## config.mk

```make
export PLATFORM = sky130hd
export DESIGN_NAME = noc_stall_monitor
export DESIGN_NICKNAME = d
export VERILOG_FILES = /design/src/rtl/noc_stall_monitor.sv
export SDC_FILE = /design/constraint.sdc
export NUM_CORES = 1
export LEC_CHECK = 0
export CAP_MARGIN = 10
export CORE_AREA = 2 2 203 205
export CTS_CLUSTER_SIZE = 20
export DETAILED_ROUTE_END_ITERATION = 8
export DIE_AREA = 0 0 205 207
export DONT_BUFFER_PORTS = 1
export PLACE_DENSITY = 0.59
export SLEW_MARGIN = 20
export SYNTH_ARGS = -nofsm -noshare
export SYNTH_HDL_FRONTEND = slang
export SYNTH_SLANG_ARGS = --single-unit
```

## constraint.sdc

```tcl
create_clock -name clk -period 4.1 [get_ports clk]
set_clock_uncertainty 0.05 [all_clocks]
set_input_delay 0.82 -clock clk [delete_from_list [all_inputs] [get_ports clk]]
set_output_delay 0.82 -clock clk [all_outputs]
set_load 0.01 [all_outputs]
```

## src/rtl/noc_stall_monitor.sv

```systemverilog
// rtl/noc_stall_monitor.sv - flags valid drops and data changes while a flit is stalled
module noc_stall_monitor #(
    parameter int NOC_DATA_W = 512
) (
    input  logic                  clk,
    input  logic                  rst_n,
    input  logic                  mon_val,
    input  logic                  mon_rdy,
    input  logic [NOC_DATA_W-1:0] mon_data,
    output logic                  val_drop,
    output logic                  data_unstable
);

    logic                  r_stalled_q;
    logic [NOC_DATA_W-1:0] r_data_q;

    // Remember whether last cycle was a stall and what data was offered then
    always_ff @(posedge clk or negedge rst_n) begin
        if (!rst_n) begin
            r_stalled_q <= 1'b0;
            r_data_q    <= '0;
        end else begin
            r_stalled_q <= mon_val & ~mon_rdy;
            r_data_q    <= mon_data;
        end
    end

    // Pulses only; the top registers them into sticky bits
    always_comb begin
        val_drop      = r_stalled_q & ~mon_val;
        data_unstable = r_stalled_q & mon_val & (mon_data != r_data_q);
    end

endmodule

```

==> results <==
- The flow ran to the end, but the final reports show violations.
- The checks that failed: hold timing, slew limit.
- The final total negative setup slack is 0 ns.
- Global routing consumed, on the met2 layer, 32.7% of the routing resources.
- The total number of placement rows is 74.
- The number of iterations in the first detailed-routing pass is 4.
- The slowest stage of the critical path belongs to the cell sky130_fd_sc_hd__nor4_4.
- In this run the static leakage power is 8.06 nW.
- Setup repair after global routing left no endpoint under its margin.
- In the synthesized netlist, the cells that appear most often are sky130_fd_sc_hd__dfrtp_1, sky130_fd_sc_hd__xnor2_1, sky130_fd_sc_hd__nand4_1.
- Clock tree synthesis selected as its root buffer the cell sky130_fd_sc_hd__clkbuf_16.
- In the post-synthesis netlist, the biggest area contributors are sky130_fd_sc_hd__dfrtp_1, sky130_fd_sc_hd__xnor2_1, sky130_fd_sc_hd__nand4_1.
- The deepest level of the CTS H-tree is 2.
- The global routing met3 resource utilization is 9.83%.
- The critical path launch point type is a register.
- The count of buffering cells on the critical path with inverters included is 1.
- The number of instances in the synthesized netlist is 1199.
- The sequential share of the synthesized area is 69.7%.
- The largest area contributor in the netlist is sky130_fd_sc_hd__dfrtp_1.
- Yosys printed 0 warnings.
- The worst path needs 3.79 ns of the cycle, external delays included.
- The die outline height is 207 um.
- The number of setup buffers added after CTS is 0.
- Pin placement for this block handled 518 I/O pins.
- At the placement stage, the worst setup path has a slack of -0.364 ns.
- Measured against its own limit, the worst slew margin works out to -32.5%.
- The number of setup violations in the final report is 0.
- The most frequent cell on the critical path is sky130_fd_sc_hd__nand4_1.
- Routability-driven placement finished with a final weighted congestion of 0.793.
- The placed wire-length estimate after detailed placement is 31700 um.
- The pin count of the biggest net entering global routing is 514.
- Timing would allow up to 0.264 GHz.
- For this configuration, the core starts out at a cell density of 45.6%.
- On the final layout, the worst hold slack is -0.112 ns.
- At the pin with the least slew margin, the transition time is 1.99 ns.
- Setup slack on the critical path of the routed design comes to 0.315 ns.
- Clock-pin slew was measured on the worst setup and hold paths at 0.06 ns.
- The layout cell share with drive strength beyond 1 is 7.76%.
- Counting flops with a built-in enable in the synthesized netlist gives 0.
- The antenna diode count is 0.
- Once layout is done, the placed cells without fillers occupy 21000 sq um.
- The final layout net count is 1774.
- The first routing iteration left 471 violations.
- The number of nets produced by synthesis is 1715.
- The type of the most critical hold path is in -> async.
- Data on the critical path arrives at its endpoint at 2.92 ns.
- Of all nets on the critical path, the largest fanout is 1.
- The fraction of registers with async set/reset is 100%.
- Averaged over all synthesized cells, the footprint is 15.4 sq um.
- The number of max-slew violations in the final report is 211.
- The average via count per standard cell is 4.95.
- TritonCTS built the clock tree.
- Summing over every cut layer, the via total after detailed routing is 9077.
- The tree built by TritonCTS fans out to 513 sinks.
- The detail route stage leaves a number of antenna-violating nets equal to 0.
- Wires add up to 41100 um.
- The largest voltage drop on the vdd net is 0.411 mV.
- The buffer depth of the longest clock path is 3.
- Tracing the worst setup path back leads to its startpoint at r_data_q[136]$_DFF_PN0_.
- The number of different library cells used by synthesis comes to 8.
- The number of buffers inserted by port buffering is 0.
- The core box area is 40400 sq um.
- The filler cell count in the final layout is 3359.
- The primary flip-flop cell chosen by synthesis mapping is sky130_fd_sc_hd__dfrtp_1.
- The critical path in this run is classified as reg -> out.
- The total global routing track utilization is 19.6%.
- The global route total overflow is 0.
- The average routed wire per standard cell is 22.4 um.
- The cell area after synthesis is 18400 sq um.
- For this run, the slowest stage of the critical path takes 0.43 ns.
- Grouping stages by cell kind, the critical path spends the most delay in simple AND/OR/NAND/NOR gates.
- The floorplan step defined a die boundary enclosing 42400 sq um.
- The signal on the critical path passes through xnor2_1, nand4_1, nor4_2, nand4_1, nor4_4, a21oi_1, buf_4.
- The relative area change from synthesis to final layout is 13.9%.
- The final period utilization is 92.3%.
- In the global route stage, met1 resource usage came out at 21.2%.
- The post-route DRC violation count is 0.
- The global-route wire length before repair is 61600 um.
- The number of buffers inserted during clock tree synthesis is 53.
- The number of maximum-capacitance constraint violations is 0.
- The number of antenna violations at the first check in global routing is 0.
- The synthesized design contains 513 register bits.
- Power spread over the standard cell area amounts to 518 nW/um^2.
- The standard cell area after detailed placement is 19100 sq um.
- The share of the synthesized area in the top cell type is 69.7%.
- The number of global-route vias before repair was 10200.
- The cell with the most instances after synthesis is sky130_fd_sc_hd__dfrtp_1.
- The worst setup path is captured at an output pin.
- After global routing, the most crowded layer is met2.
- The number of endpoints with negative hold slack in the final report is 41.
- The required time of the worst setup path is 3.23 ns.
- Measured along the x axis, the die boundary spans 205 um.
power breakdown:
part | total, W | internal (W) | switching, W
combinational | 0.000538 | 0.000362 | 0.000176
sequential | 0.00544 | 0.00533 | 0.000115
clock | 0.00488 | 0.00295 | 0.00193
cell families after synthesis:
| kind of cell | share of synthesized area [%] |
|---|---|
| flops | 69.7 |
| xor+xnor | 24.3 |
| simple gates | 5.93 |
| compound gates | 0.0271 |
placed cells by master (no fill, tap or decap):
master / instances
sky130_fd_sc_hd__nor2b_1: 2
sky130_fd_sc_hd__clkbuf_8: 17
sky130_fd_sc_hd__nor4_2: 7
sky130_fd_sc_hd__bufinv_16: 3
sky130_fd_sc_hd__buf_4: 4
sky130_fd_sc_hd__clkbuf_1: 10
sky130_fd_sc_hd__nor4_1: 26
sky130_fd_sc_hd__xnor2_1: 512
sky130_fd_sc_hd__clkinv_2: 12
sky130_fd_sc_hd__nor4_4: 1
sky130_fd_sc_hd__dfrtp_1: 513
sky130_fd_sc_hd__clkinv_4: 1
sky130_fd_sc_hd__inv_6: 1
sky130_fd_sc_hd__a21oi_1: 1
sky130_fd_sc_hd__nand2_1: 1
sky130_fd_sc_hd__nand4_1: 136
sky130_fd_sc_hd__clkbuf_16: 55
state kept, by name, indices dropped and copies added (netlist names):
name,count
r_data_q,512
r_stalled_q,1
worst paths after layout:
| kind | to | slack [ns] | cells past startpoint |
|---|---|---|---|
| max | data_unstable | 0.31 | 7 |
| min | r_data_q[243]$_DFF_PN0_ | -0.11 | 0 |
| max in group asynchronous | r_data_q[428]$_DFF_PN0_ | 2.53 | 0 |
| min in group clk | r_data_q[171]$_DFF_PN0_ | 0.21 | 0 |
area by class of cell:
cell class                 instances  area (sq um)  area share (%)
clock buffer                      82          1650            7.86
tap                              532           666            3.17
multi-input combinational        686          5630            26.8
sequential                       513         12800            61.2
timing repair buffer               4          30.0           0.143
clock inverter                    17           168           0.799
routing by layer:
layer  share of wire [%]  vias up
met3                  13       74
met2                  49      354
li1                    -     4144
met4                 3.2        0
met1                  35     4505
met5                   0        -
timing repair:
item,4_1_cts,5_1_grt
hold endpoints to repair,513,513
endpoints found under the setup margin,1,1
gates resized for setup,5,2
pin swaps,1,3
stage by stage:
step                utilization, %  instances  power [W]  hold slack, ns
global placement              47.3       1735    0.00606           0.485
floorplan                        -       1199    0.00598           0.474
detailed placement            47.3       1735    0.00607           0.485
global route                  52.0       1834     0.0113          -0.156
CTS                           51.9       1834     0.0110          -0.158
finish                        52.0       1834     0.0109          -0.112
No activity file was read; power rests on OpenSTA's default activity.
